### src/rtl/game_step_datapath_if.sv
// Control/status bundle between the game-state control FSM (master) and its
// step datapath (slave).
interface game_step_datapath_if;
  logic       counter_clear;
  logic       counter_en;
  logic       ld_new_obstacle;
  logic [7:0] position;
  logic       check_game_state;
  logic       score_inc;
  logic [2:0] lane_map;
  logic       change_state;
  logic [1:0] game_state;
  logic [9:0] score;
  logic [2:0] obstacle_lane;
  logic [2:0] obstacle_row;
  logic       hit;

  modport master (
    output counter_clear, counter_en, ld_new_obstacle, position, check_game_state,
           score_inc, lane_map,
    input  change_state, game_state, score, obstacle_lane, obstacle_row, hit
  );

  modport slave (
    input  counter_clear, counter_en, ld_new_obstacle, position, check_game_state,
           score_inc, lane_map,
    output change_state, game_state, score, obstacle_lane, obstacle_row, hit
  );
endinterface

### src/rtl/game_step_datapath.sv
// Step timer, obstacle generator, collision detector and score keeper answering the
// game-state control FSM. All outputs are registered.
module game_step_datapath #(
  parameter int unsigned TICKS_PER_STEP = 12_500_000,
  parameter int unsigned CNT_W          = 24,
  parameter logic [7:0]  LFSR_SEED      = 8'hA5
) (
  input logic                 clk_i,
  input logic                 restart_i,
  game_step_datapath_if.slave ctrl_io
);

  localparam logic [1:0]       GsRun     = 2'b01;
  localparam logic [1:0]       GsCrashed = 2'b00;
  localparam logic [CNT_W-1:0] CntLast   = CNT_W'(TICKS_PER_STEP - 1);
  localparam logic [9:0]       ScoreMax  = 10'd1023;

  typedef enum logic [0:0] {StCount, StDone} state_e;

  state_e           state_q, state_d;
  logic [CNT_W-1:0] cnt_q, cnt_d;
  logic             change_state_q, change_state_d;

  logic [7:0] lfsr_q, lfsr_d;
  logic       ld_prev_q;
  logic       ld_rise;
  logic [2:0] lane_q, lane_d;
  logic [2:0] row_q, row_d;
  logic [1:0] game_state_q, game_state_d;
  logic [9:0] score_q, score_d;
  logic       hit_q, hit_d;

  logic       pos_onehot;
  logic [2:0] pos_idx;
  logic       crash;
  logic       running;

  // Step counter FSM: state register
  always_ff @(posedge clk_i) begin
    if (restart_i) begin
      state_q        <= StCount;
      cnt_q          <= '0;
      change_state_q <= 1'b0;
    end else begin
      state_q        <= state_d;
      cnt_q          <= cnt_d;
      change_state_q <= change_state_d;
    end
  end

  // Step counter FSM: next state
  always_comb begin
    state_d = state_q;
    cnt_d   = cnt_q;
    if (ctrl_io.counter_clear) begin
      state_d = StCount;
      cnt_d   = '0;
    end else begin
      unique case (state_q)
        StCount: begin
          if (ctrl_io.counter_en) begin
            if (cnt_q == CntLast) begin
              cnt_d   = '0;
              state_d = StDone;
            end else begin
              cnt_d = cnt_q + CNT_W'(1);
            end
          end
        end
        StDone: begin
          if (!ctrl_io.counter_en) state_d = StCount;
        end
        default: state_d = StCount;
      endcase
    end
  end

  // Step counter FSM: output, registered so changeState lands on the transition edge
  always_comb begin
    change_state_d = (state_d == StDone);
  end

  // Obstacle, collision and score datapath
  always_comb begin
    lfsr_d = {lfsr_q[6:0], lfsr_q[7] ^ lfsr_q[5] ^ lfsr_q[4] ^ lfsr_q[3]};
    ld_rise = ctrl_io.ld_new_obstacle & ~ld_prev_q;

    lane_d = lane_q;
    if (ld_rise) begin
      unique case (lfsr_q[1:0])
        2'b00:   lane_d = 3'b100;
        2'b01:   lane_d = 3'b010;
        2'b10:   lane_d = 3'b001;
        default: lane_d = 3'b100;
      endcase
    end

    // x & (x-1) clears the lowest set bit; zero result means at most one bit set
    pos_onehot = (ctrl_io.position != 8'd0) &&
                 ((ctrl_io.position & (ctrl_io.position - 8'd1)) == 8'd0);
    pos_idx = 3'd0;
    for (int i = 0; i < 8; i++) begin
      if (ctrl_io.position[i]) pos_idx = 3'(i);
    end
    row_d = pos_onehot ? pos_idx : row_q;

    running = (game_state_q == GsRun);
    crash   = ctrl_io.check_game_state & running & (|(lane_q & ctrl_io.lane_map));

    game_state_d = game_state_q;
    hit_d        = 1'b0;
    score_d      = score_q;
    if (ctrl_io.counter_clear) begin
      game_state_d = GsRun;
      score_d      = 10'd0;
    end else begin
      if (crash) begin
        game_state_d = GsCrashed;
        hit_d        = 1'b1;
      end
      // Uses pre-edge game state, so a crash and a score in the same cycle both land
      if (ctrl_io.score_inc && running && (score_q != ScoreMax)) begin
        score_d = score_q + 10'd1;
      end
    end
  end

  always_ff @(posedge clk_i) begin
    if (restart_i) begin
      lfsr_q       <= LFSR_SEED;
      ld_prev_q    <= 1'b0;
      lane_q       <= 3'b010;
      row_q        <= 3'd0;
      game_state_q <= GsRun;
      score_q      <= 10'd0;
      hit_q        <= 1'b0;
    end else begin
      lfsr_q       <= lfsr_d;
      ld_prev_q    <= ctrl_io.ld_new_obstacle;
      lane_q       <= lane_d;
      row_q        <= row_d;
      game_state_q <= game_state_d;
      score_q      <= score_d;
      hit_q        <= hit_d;
    end
  end

  assign ctrl_io.change_state  = change_state_q;
  assign ctrl_io.game_state    = game_state_q;
  assign ctrl_io.score         = score_q;
  assign ctrl_io.obstacle_lane = lane_q;
  assign ctrl_io.obstacle_row  = row_q;
  assign ctrl_io.hit           = hit_q;

endmodule

### src/flat_wrapper.sv
// flat-port wrapper written by rule: the top's interface ports become plain ports
module game_step_datapath_flat 
#(
  parameter int unsigned TICKS_PER_STEP = 12_500_000,
  parameter int unsigned CNT_W          = 24,
  parameter logic [7:0]  LFSR_SEED      = 8'hA5
)
  (clk_i, restart_i, ctrl_io_counter_clear, ctrl_io_counter_en, ctrl_io_ld_new_obstacle, ctrl_io_position, ctrl_io_check_game_state, ctrl_io_score_inc, ctrl_io_lane_map, ctrl_io_change_state, ctrl_io_game_state, ctrl_io_score, ctrl_io_obstacle_lane, ctrl_io_obstacle_row, ctrl_io_hit);
  game_step_datapath_if ctrl_io_i ();
  input logic clk_i;
  input logic restart_i;
  input wire logic [$bits(ctrl_io_i.counter_clear)-1:0] ctrl_io_counter_clear;
  input wire logic [$bits(ctrl_io_i.counter_en)-1:0] ctrl_io_counter_en;
  input wire logic [$bits(ctrl_io_i.ld_new_obstacle)-1:0] ctrl_io_ld_new_obstacle;
  input wire logic [$bits(ctrl_io_i.position)-1:0] ctrl_io_position;
  input wire logic [$bits(ctrl_io_i.check_game_state)-1:0] ctrl_io_check_game_state;
  input wire logic [$bits(ctrl_io_i.score_inc)-1:0] ctrl_io_score_inc;
  input wire logic [$bits(ctrl_io_i.lane_map)-1:0] ctrl_io_lane_map;
  output wire logic [$bits(ctrl_io_i.change_state)-1:0] ctrl_io_change_state;
  output wire logic [$bits(ctrl_io_i.game_state)-1:0] ctrl_io_game_state;
  output wire logic [$bits(ctrl_io_i.score)-1:0] ctrl_io_score;
  output wire logic [$bits(ctrl_io_i.obstacle_lane)-1:0] ctrl_io_obstacle_lane;
  output wire logic [$bits(ctrl_io_i.obstacle_row)-1:0] ctrl_io_obstacle_row;
  output wire logic [$bits(ctrl_io_i.hit)-1:0] ctrl_io_hit;
  assign ctrl_io_i.counter_clear = ctrl_io_counter_clear;
  assign ctrl_io_i.counter_en = ctrl_io_counter_en;
  assign ctrl_io_i.ld_new_obstacle = ctrl_io_ld_new_obstacle;
  assign ctrl_io_i.position = ctrl_io_position;
  assign ctrl_io_i.check_game_state = ctrl_io_check_game_state;
  assign ctrl_io_i.score_inc = ctrl_io_score_inc;
  assign ctrl_io_i.lane_map = ctrl_io_lane_map;
  assign ctrl_io_change_state = ctrl_io_i.change_state;
  assign ctrl_io_game_state = ctrl_io_i.game_state;
  assign ctrl_io_score = ctrl_io_i.score;
  assign ctrl_io_obstacle_lane = ctrl_io_i.obstacle_lane;
  assign ctrl_io_obstacle_row = ctrl_io_i.obstacle_row;
  assign ctrl_io_hit = ctrl_io_i.hit;
  game_step_datapath #(.TICKS_PER_STEP(TICKS_PER_STEP), .CNT_W(CNT_W), .LFSR_SEED(LFSR_SEED)) u_core (.clk_i(clk_i), .restart_i(restart_i), .ctrl_io(ctrl_io_i));
endmodule
### config.mk
export PLATFORM = sky130hd
export DESIGN_NAME = game_step_datapath_flat
export DESIGN_NICKNAME = d
export VERILOG_FILES = /design/src/rtl/game_step_datapath_if.sv /design/src/rtl/game_step_datapath.sv /design/src/flat_wrapper.sv
export SDC_FILE = /design/constraint.sdc
export NUM_CORES = 1
export LEC_CHECK = 0
export CORE_MARGIN = 2
export CORE_UTILIZATION = 50
export CTS_CLUSTER_SIZE = 28
export DETAILED_ROUTE_END_ITERATION = 10
export PLACE_DENSITY_LB_ADDON = 0.05
export RECOVER_POWER = 50
export SYNTH_ARGS = -nofsm -noshare
export SYNTH_HDL_FRONTEND = slang
export SYNTH_SLANG_ARGS = --single-unit
### constraint.sdc
create_clock -name clk_i -period 3.09 [get_ports clk_i]
set_input_delay 0.7725 -clock clk_i [delete_from_list [all_inputs] [get_ports clk_i]]
set_output_delay 0.7725 -clock clk_i [all_outputs]
set_load 0.02 [all_outputs]
# After elaboration in Yosys (flattened, before gate mapping)
# Cells that the tools add are included.
# Widths: inputs -> output; s select.
# word_totals
reg_bits,52
inputBits,18
output_inout_bits,20
word_cells,48
# classes
addsub,3
n_eq_ne,4
n_mux,14
bitwise,10
n_reduce_logical,8
# op_table
operator,n
$add 24x1->24 const B,1
$eq 24x24->1 const B,1
$mux 24,1
$mux 3,4
$add 10x1->10 const B,1
$ne 10x10->1 const B,1
$and 8x8->8,1
$logic_not 8->1,1
$reduce_bool 8->1,1
$sub 8x1->8 const B,1
$pmux 3 s2,1
$mux 1,5
$mux 2,2
$and 1x1->1,3
$and 3x3->3,1
$logic_and 1x1->1,3
$reduce_or 3->1,1
$xor 1x1->1,3
$eq 2x1->1 const B,1
$eq 2x2->1 const B,1
$not 1->1,2
$pmux 1 s2,1
$reduce_and 2->1,1
$reduce_or 2->1,1

# Depth between registers and ports, before layout
# Gate-level depths: netlist of the first run.
# logic_depth
depth_word,7
mapped_depth,6
ltp_nobuf,6

# Worst setup path before layout of the first run
# No wires, ideal clock.
# synth_path
path_type,in2reg
start,input ctrl_io_position[3]
end,"register u_core.row_q[1], in the netlist u_core.ctrl_io.obstacle_row[1]"
setup_ns,0.123
arrival_ns,1.813
required_time_ns,2.967
setup_slack_ns,1.154
stages,5
path_buffers,0
path_cell_list,nor4_4 > o211a_1 > a31oi_1 > a21o_1 > mux2_1
# synth_between
elab_chain_len,5
elab_cells_between_ends,10
classes_between,add/sub: 1; mux: 5; bitwise: 1; reduce/logical: 3
# synth_rtl
item,line_no,rtl
from (decl),flat_wrapper.sv:15,input wire logic [$bits(ctrl_io_i.position)-1:0] ctrl_io_position;
"parallel branches: the longest is 5 deep, another holds $sub 8x1->8",n/a,
to (signal assigned),game_step_datapath.sv:141,row_q <= row_d;
to (decl),game_step_datapath.sv:28,"logic [2:0] row_q, row_d;"
# Parallel ways; which one is timed is not known.
# A chain may end at the register's enable or synchronous reset.

# Worst setup path in the final report of the first run
# layout_path
start,input ctrl_io_counter_en
end,register u_core.cnt_q[19]
# layout_between
elab_chain_len,1
# layout_rtl
item,line_no,rtl
from (decl),flat_wrapper.sv:13,input wire logic [$bits(ctrl_io_i.counter_en)-1:0] ctrl_io_counter_en;
$reduce_and 2->1 (no source line),n/a,
to (signal assigned),game_step_datapath.sv:46,cnt_q <= cnt_d;
to (decl),game_step_datapath.sv:21,"logic [CNT_W-1:0] cnt_q, cnt_d;"
# No other way between the ends.

==> impl_metrics.ini, run 1 <==
[run_status]
status = finished clean

[timing]
clock_skew_ps = 6.82
fin_hold_ws_ps = 414
setup_violations = 0
tightest_slew_ps = 804
post-route-min-period_ps = 2270
maxSlewViolCount = 0
fin_setup_tns_ps = 0
fin_crit_sh_pct = 73.5
finalHoldViolations = 0
max_freq_ghz = 0.440
maxSlewHeadroom_pct = 46.4
grt_setup_unrepaired = false

[synthesis]
yosysSeqAreaShare_pct = 43.2
ys_async_sr_fraction_pct = 0
synthMuxAreaShare_pct = 1.71
mappedNetlistArea_um2 = 2410
synth.area.top_cells = dfxtp_1 (43%), xor2_1 (6.2%), nor2_1 (6.1%), xnor2_1 (5.5%), nand2_1 (3.3%)
yosys.area_share.simple_pct = 29.6
synth_xor_xnor_area_share_pct = 11.6
yosys_warnings = 0
ys_ff_latch = 52
synth_fa_ha_area_share_pct = 2.08
ys_types = 48
dominantRegCellSynth = dfxtp_1
synth-edff-count = 0
avgSynthCellArea_um2 = 9.09
syn_inst = 265
syn_nets = 287
synth_top_family_by_area = simple AND/OR/NAND/NOR gates
synth_compound_area_share_pct = 8.00
synth_top_area_share_pct = 43.2
yosys.area.top_type = dfxtp_1

[finish]
diodes = 0
area_growth_syn_to_layout_pct = 19.3
final_cell_area_um2 = 2880
drive_gt1_share_pct = 6.62
fin_nets = 323
final.fill_count = 439
multi_input_area_um2 = 1280
layout.cells.non_filler = 356
seq_area_um2 = 1040

[detailed_routing]
viasPerCell = 5.21
drcViolationCount = 0
totalWireLength_mm = 4.21
vias = 1855
ant_nets = 0
drtIter0Drc = 39
wire_per_inst_um = 11.8
first_pass_iters = 4

[min_path]
hold_depth = 1
worstHoldStart = u_core.lfsr_q[6]
hp-class = reg -> reg
whs_endpoint = u_core.lfsr_q[7]

[worst_setup_path]
crit_buf_inv = 1
cp.required_ps = 3280
crit_chain = dlygate4sd3_1, nor2b_1, nand4_4, nor4_1, xnor2_1, nor2_1
crit_type = in -> reg
critPathTopFamily = simple AND/OR/NAND/NOR gates
r2r_cells = 6
crit_path_end_kind = flop
cp-start-kind = primary input
cp_data_arrival_time_ps = 2470
regToRegEndpoint = u_core.cnt_q[13]
r2r-start = u_core.cnt_q[17]
critical_path.max_stage_delay_ps = 580
crit_fanout = 6
cpMaxStageDelayCell = dlygate4sd3_1
r2r_slack_ps = 1090

[floorplan]
fp.dieH_um = 73.4
core_um2 = 4690
io_pins = 38
die_w_um = 73.4
dieArea_um2 = 5390
start_util_pct = 51.4
num_rows = 25

[cts]
clkSinkCount = 52
cts_tree = done
clk_latency_ps = 300
postCtsSetupBuffers = 0
cts.path.max_buffers = 2
clkTransAtPathRegs_ps = 80
h-tree-depth = 2
root_buffer = clkbuf_8
cts_hold_buf = 0
ctsResizeCount = 0
cts_made_buffers = 5

[grt]
grt_max_degree = 18
grt_pass1_wl_mm = 7.40
track_usage_pct = 17.4
grt_pass1_vias = 1720
gr-total-overflow = 0
antenna_found_initial = 0

[power_and_ir_drop]
powerDensity_nw_per_um2 = 415
finalPower_w = 0.00119
vdd.ir_drop.worst_mv = 0.298
cellLeakagePower_nw = 1.05

[placement]
gp_congestion = 0.834
io_buffers = 36
placed_cell_area_um2 = 2790
dpl.cell_count = 348
post-dp-hpwl_mm = 3.15

[run]
drv_cap = 0
-- cells in the final DEF (no fill, tap or decap), types with 2 or more instances in the layout --
cell / instances
inv_1: 6
xor2_1: 17
mux2i_1: 3
nand2b_1: 2
clkbuf_8: 6
nor3_1: 6
clkbuf_1: 3
dfxtp_1: 52
nand2_1: 21
dlygate4sd3_1: 6
or3_1: 2
and3_1: 3
nand3_1: 10
clkdlybuf4s50_1: 30
and4_1: 4
o211a_1: 3
o21bai_1: 2
o21ai_0: 3
nor2b_1: 11
ha_1: 4
xnor2_1: 15
and4b_1: 2
a21oi_1: 7
or2_2: 5
nand4_1: 7
a211oi_1: 5
nor2_1: 39
nor4_1: 5
-- metrics by stage --
step | setup slack (ps) | utilization [%]
final | 819 | 61.3
after global routing | 681 | 61.3
after CTS | 832 | 61.4
after detailed placement | 509 | 59.4
after global placement | 554 | 59.4
after floorplan | 1150 | -
-- worst max path at each step --
stage                             start                        endpoint  slack (ps)  depth (start not counted)
CTS                 ctrl_io_position[3]  u_core.ctrl_io.obstacle_row[1]         830                          6
floorplan           ctrl_io_position[3]  u_core.ctrl_io.obstacle_row[1]        1150                          5
finish               ctrl_io_counter_en                u_core.cnt_q[19]         820                          6
global placement    ctrl_io_position[3]  u_core.ctrl_io.obstacle_row[1]         550                          6
global route         ctrl_io_counter_en                u_core.cnt_q[23]         680                          6
detailed placement  ctrl_io_position[3]  u_core.ctrl_io.obstacle_row[1]         510                          6
-- cell families after synthesis --
| group | Yosys count |
|---|---|
| mux | 4 |
| xor+xnor | 32 |
| flops | 52 |
| compound gates | 27 |
| buf+inv | 15 |
| fa+ha+maj | 4 |
| other cells | 1 |
| simple gates | 130 |
-- cell usage after synthesis (all sizes together) (2+ instances only) --
cell type,count
nand2,21
o211a,3
a21oi,7
o21ai,4
nand4,8
and3,3
ha,4
and4b,2
xnor2,15
inv,6
and4,5
buf,6
nand2b,2
nor4,6
nand3,10
o21bai,2
nor2b,11
a211oi,5
and2,2
or3,3
nor3,7
nor2,39
xor2,17
or2,6
mux2i,3
dfxtp,52
clkbuf,3
-- report_power, final --
group	internal (W)	switching, W
combinational	0.0000559	0.0000528
sequential	0.000687	0.0000105
clock	0.000183	0.000205
-- layer usage --
layer	vias up	wire length, um	track usage (%)
li1	977	-	-
met1	844	2070	21.3
met2	25	1900	29.0
met3	9	150	4.12
met4	0	92	7.88
met5	-	0	0
-- sequential cells by signal, summed over array words and instances, names as in the netlist --
| name | cells |
|---|---|
| u_core.lfsr_q | 8 |
| u_core.cnt_q | 24 |
| u_core.ctrl_io.hit | 1 |
| u_core.ctrl_io.change_state | 1 |
| u_core.ctrl_io.game_state | 1 |
| u_core.ld_prev_q | 1 |
| u_core.ctrl_io.obstacle_row | 3 |
| u_core.ctrl_io.obstacle_lane | 3 |
| u_core.ctrl_io.score | 10 |
-- cell type report --
type                    instances  area share (%)
repair buffers                 38            12.9
multi-input cells             198            44.6
clock buffers                   8            3.13
flip-flops and latches         52            36.2
inverters                       6           0.783
well taps                      54            2.35
No activity file was read; power rests on OpenSTA's default activity.
==> inputs of run 2 (changes only) <==
CORE_UTILIZATION = 48   (was 50)
clock period = 1.9 ns   (was 3.09 ns; I/O delays follow)
==> run 2 against run 1 <==
Compared with the run above: die area increased by 3.9%; global-route usage increased by 0.29 points; highest routed layer unchanged; largest cell class unchanged; count of clock-buffer cells in the layout fell by 1; register-to-register slack got worse by 950 ps; utilization is 2.6 points higher.
==> impl_metrics.ini, run 2 (synthesis gave the netlist of run 1 again) <==
[placement]
io_buffers = 36
post-dp-hpwl_mm = 3.38
placed_cell_area_um2 = 2970
gp_congestion = 0.772

[worst_setup_path]
critPathTopFamily = compound AO/OA/AOI/OAI gates
r2r_cells = 6
cp-start-kind = primary input
cpMaxStageDelayCell = clkdlybuf4s50_1
cp_data_arrival_time_ps = 2050
crit_type = in -> reg
cp.required_ps = 2080
crit_buf_inv = 1
crit_path_end_kind = flop
cp.depth = 6
crit_fanout = 3
critical_path.max_stage_delay_ps = 450
crit_chain = clkdlybuf4s50_1, nor4_4, o211a_1, a31oi_1, a21o_1, mux2_1

[finish]
largest_reg_flops = 24
drive_gt1_share_pct = 13.0
final_cell_area_um2 = 3060
area_growth_syn_to_layout_pct = 26.9
final_cell_mix = dfxtp_1 (52), nor2_1 (39), clkdlybuf4s50_1 (28)
final.fill_count = 422
diodes = 0
fin_nets = 343
final_common_cell = dfxtp_1
top_register = u_core.cnt_q
utilization_pct = 63.9

[detailed_routing]
totalWireLength_mm = 4.51
first_pass_iters = 4
drtIter0Drc = 71
wl_met1_mm = 2.19
wl_met2_mm = 2.05
ant_nets = 0
drcViolationCount = 0
route.met3.wl_um = 212
top_layer = met4
wire_per_inst_um = 11.6
viasPerCell = 4.98
vias = 1938

[cts]
cts.path.max_buffers = 2
postCtsSetupBuffers = 0
root_buffer = clkbuf_8
cts_tree = done
h-tree-depth = 2
cts_made_buffers = 5
clkTransAtPathRegs_ps = 90
clkSinkCount = 52
clk_latency_ps = 300

[floorplan]
dieArea_um2 = 5600
fp.dieH_um = 74.9
core_um2 = 4790
num_rows = 25
start_util_pct = 50.4
io_pins = 38
die_w_um = 74.9

[power_and_ir_drop]
vdd.ir_drop.worst_mv = 0.628
cellLeakagePower_nw = 1.15
switchingPower_w = 0.000452
powerDensity_nw_per_um2 = 701
internal_power_w = 0.00169
pwr-share-clk_pct = 37.7
combPwrFrac_pct = 9.4
power_frac_seq_pct = 52.9
switching_share_pct = 21.1

[min_path]
hold_depth = 1
hp-class = reg -> reg

[grt]
gr-total-overflow = 0
grt_max_degree = 21
antenna_found_initial = 0
grt_pass1_wl_mm = 7.67
track_usage_pct = 17.7
grt_pass1_vias = 1802

[timing]
setup_violations = 0
clock_skew_ps = 7.22
finalHoldViolations = 0
grt_setup_unrepaired = true
maxSlewHeadroom_pct = 58.9
fin_crit_sh_pct = 98.1
max_freq_ghz = 0.537
tightest_slew_ps = 617
fin_hold_ws_ps = 414
maxSlewViolCount = 0
post-route-min-period_ps = 1860

[run]
drv_cap = 0

[run_status]
status = finished clean
[run 2: cell types whose count changed in the layout (fill, tap and decap cells not counted), moves of 2 or more]
cell | previous run | this run
clkbuf_1 | 3 | 7
clkbuf_4 | 0 | 2
buf_4 | 1 | 17
clkdlybuf4s50_1 | 30 | 28
dlygate4sd3_1 | 6 | 3
[run 2: worst reg2reg max path: stages (launching register included)]
cell	delay, ps
dfxtp_1	420
and4_4	260
nand4_1	150
or3_4	430
o21ai_2	160
buf_12	170
nor2_1	60
[run 2: timing repair]
item | CTS | global route
hold buffers | 0 | 0
gates resized for setup | 0 | 6
endpoints found under the setup margin | 0 | 8
[run 2: routing by layer]
layer	up-vias	GRT usage, %
met5	-	0
met4	0	4.76
met3	7	6.43
met2	32	27.8
met1	880	23.2
li1	1019	-
[run 2: worst paths after layout]
| path | start | end | slack [ps] |
|---|---|---|---|
| setup / recovery | ctrl_io_position[3] | u_core.ctrl_io.obstacle_row[1] | 40 |
| hold / removal | u_core.lfsr_q[6] | u_core.lfsr_q[7] | 410 |
| setup reg to reg | u_core.cnt_q[17] | u_core.cnt_q[11] | 140 |
| hold reg to reg | u_core.lfsr_q[6] | u_core.lfsr_q[7] | 410 |
[run 2: stage by stage]
stage	worst slack, ps	TNS [ps]	instances	total power [W]
after floorplan	261	0	265	0.00126
after global placement	-242	-2550	381	0.00136
after detailed placement	-266	-2900	381	0.00137
after CTS	22.1	0	389	0.00218
after global routing	-4.59	-4.59	389	0.00224
final	36.8	0	389	0.00214
[run 2: power groups by stage]
stage	clock (W)	sequential [W]	combinational, W
6_report	0.000809	0.00113	0.000201
3_5_place_dp	0	0.00116	0.000207
2_1_floorplan	0	0.00117	0.0000980
5_1_grt	0.000877	0.00114	0.000223
4_1_cts	0.000834	0.00114	0.000207
3_3_place_gp	0	0.00116	0.000204
[run 2: cell type report]
class                   instances  area, um2  area share, %
repair buffers                 58        499           16.3
clock inverters                 1       30.0          0.982
flip-flops and latches         52       1040           34.0
inverters                       6       22.5          0.736
multi-input cells             198       1280           42.0
clock buffers                   7       96.3           3.15
well taps                      67       83.8           2.74
==> inputs of run 3 (changes only) <==
CORE_UTILIZATION = 50   (was 48)
clock period = 2.3 ns   (was 1.9 ns; I/O delays follow)
==> run 3 against run 2 <==
Compared with the run above: sequential share of layout area rose by 1.5 points; register-to-register slack improved by 200 ps; global-route usage rose by 0.25 points; cell area fell by 4.2%; sequential power fell by 17%; first-iteration DRC count rose by 14%; clock power fell by 34%; sequential cell count did not move; combinational power fell by 23%; worst hold slack improved by 8.3 ps; cell count fell by 6.7%; count of clock-buffer cells in the layout fell by 1; largest cell class unchanged.
==> impl_metrics.ini, run 3 (synthesis gave the netlist of run 1 again) <==
[detailed_routing]
totalWireLength_mm = 4.46
drcViolationCount = 0
wire_per_inst_um = 12.3
ant_nets = 0
viasPerCell = 5.23
first_pass_iters = 4
drtIter0Drc = 81
vias = 1899

[power_and_ir_drop]
vdd.ir_drop.worst_mv = 0.442
combPwrFrac_pct = 9.5
switchingPower_w = 0.000376
switching_share_pct = 23.2
pwr-share-clk_pct = 32.8
powerDensity_nw_per_um2 = 554
power_frac_seq_pct = 57.7
internal_power_w = 0.00125
cellLeakagePower_nw = 1.08

[cts]
cts_hold_buf = 0
clk_latency_ps = 300
cts_made_buffers = 5
cts_tree = done
h-tree-depth = 2
ctsResizeCount = 0
postCtsSetupBuffers = 0
root_buffer = clkbuf_8
cts.path.max_buffers = 2
clkTransAtPathRegs_ps = 90
clkSinkCount = 52

[floorplan]
die_w_um = 73.4
start_util_pct = 51.4
fp.dieH_um = 73.4
io_pins = 38
dieArea_um2 = 5390
core_um2 = 4690
num_rows = 25

[finish]
area_growth_syn_to_layout_pct = 21.6
top_register = u_core.cnt_q
layout.cells.non_filler = 363
final_common_cell = dfxtp_1
diodes = 0
fin_nets = 330
drive_gt1_share_pct = 9.06
largest_reg_flops = 24
final_cell_area_um2 = 2930
final_cell_mix = dfxtp_1 (52), nor2_1 (39), clkdlybuf4s50_1 (30)

[worst_setup_path]
crit_buf_inv = 1
crit_chain = clkdlybuf4s50_1, nor4_4, o211a_1, a31oi_1, a21o_1, mux2_1
crit_type = in -> reg
r2r_slack_ps = 340
r2r_cells = 6
cpMaxStageDelayCell = clkdlybuf4s50_1
critPathTopFamily = compound AO/OA/AOI/OAI gates
crit_path_end_kind = flop
regToRegEndpoint = u_core.cnt_q[23]
cp-start-kind = primary input
crit_fanout = 3
r2r-start = u_core.cnt_q[17]
cp_data_arrival_time_ps = 2180
cp.required_ps = 2490
critical_path.max_stage_delay_ps = 460

[placement]
dpl.cell_count = 355
io_buffers = 36
gp_congestion = 0.753
placed_cell_area_um2 = 2840
place_ws_ps = -29.0
post-dp-hpwl_mm = 3.29

[grt]
gr-total-overflow = 0
antenna_found_initial = 0
grt_pass1_vias = 1800
grt_pass1_wl_mm = 7.76
grt_max_degree = 21
track_usage_pct = 18.0

[timing]
clock_skew_ps = 6.20
maxSlewHeadroom_pct = 40.7
grt_setup_unrepaired = false
tightest_slew_ps = 889
finalHoldViolations = 0
setup_violations = 0
fin_hold_ws_ps = 422
maxSlewViolCount = 0
fin_ws_ps = 309
post-route-min-period_ps = 1990
fin_crit_sh_pct = 86.6
max_freq_ghz = 0.502
fin_setup_tns_ps = 0

[min_path]
hp-class = reg -> reg
hold_depth = 1
worstHoldStart = u_core.lfsr_q[6]
whs_endpoint = u_core.lfsr_q[7]

[run]
drv_cap = 0

[run_status]
status = finished clean
run 3: routing by layer:
layer  track usage, %  vias to the layer above  share of wire, %
met4             6.46                        0              0.88
li1                 -                     1000                 -
met1             22.7                      874                48
met5                0                        -                 0
met3             4.39                        2               3.4
met2             29.8                       23                47
run 3: cell type report:
class / instances / area, um2
flip-flops and latches: 52 / 1040
repair buffers: 45 / 422
clock inverters: 2 / 15.0
fillers: 423 / 1760
multi-input cells: 198 / 1280
well taps: 54 / 67.6
clock buffers: 6 / 82.6
inverters: 6 / 22.5
run 3: worst max path at each step:
| stage | to | depth (start not counted) | startpoint |
|---|---|---|---|
| global route | u_core.cnt_q[23] | 6 | u_core.cnt_q[17] |
| CTS | u_core.ctrl_io.obstacle_row[1] | 6 | ctrl_io_position[3] |
| floorplan | u_core.ctrl_io.obstacle_row[1] | 5 | ctrl_io_position[3] |
| detailed placement | u_core.ctrl_io.obstacle_row[1] | 6 | ctrl_io_position[3] |
| finish | u_core.ctrl_io.obstacle_row[1] | 6 | ctrl_io_position[3] |
| global placement | u_core.ctrl_io.obstacle_row[1] | 6 | ctrl_io_position[3] |
run 3: per-stage QoR:
stage	total power, W	utilization [%]
after global routing	0.00169	62.5
after global placement	0.00111	60.6
after floorplan	0.00104	-
after detailed placement	0.00112	60.6
final	0.00162	62.5
after CTS	0.00165	62.6
run 3: power groups by stage:
stage          combinational, W  clock, W  sequential, W
2_1_floorplan         0.0000810         0       0.000964
3_3_place_gp           0.000155         0       0.000958
3_5_place_dp           0.000157         0       0.000958
4_1_cts                0.000158  0.000552       0.000937
5_1_grt                0.000171  0.000580       0.000940
6_report               0.000154  0.000532       0.000937
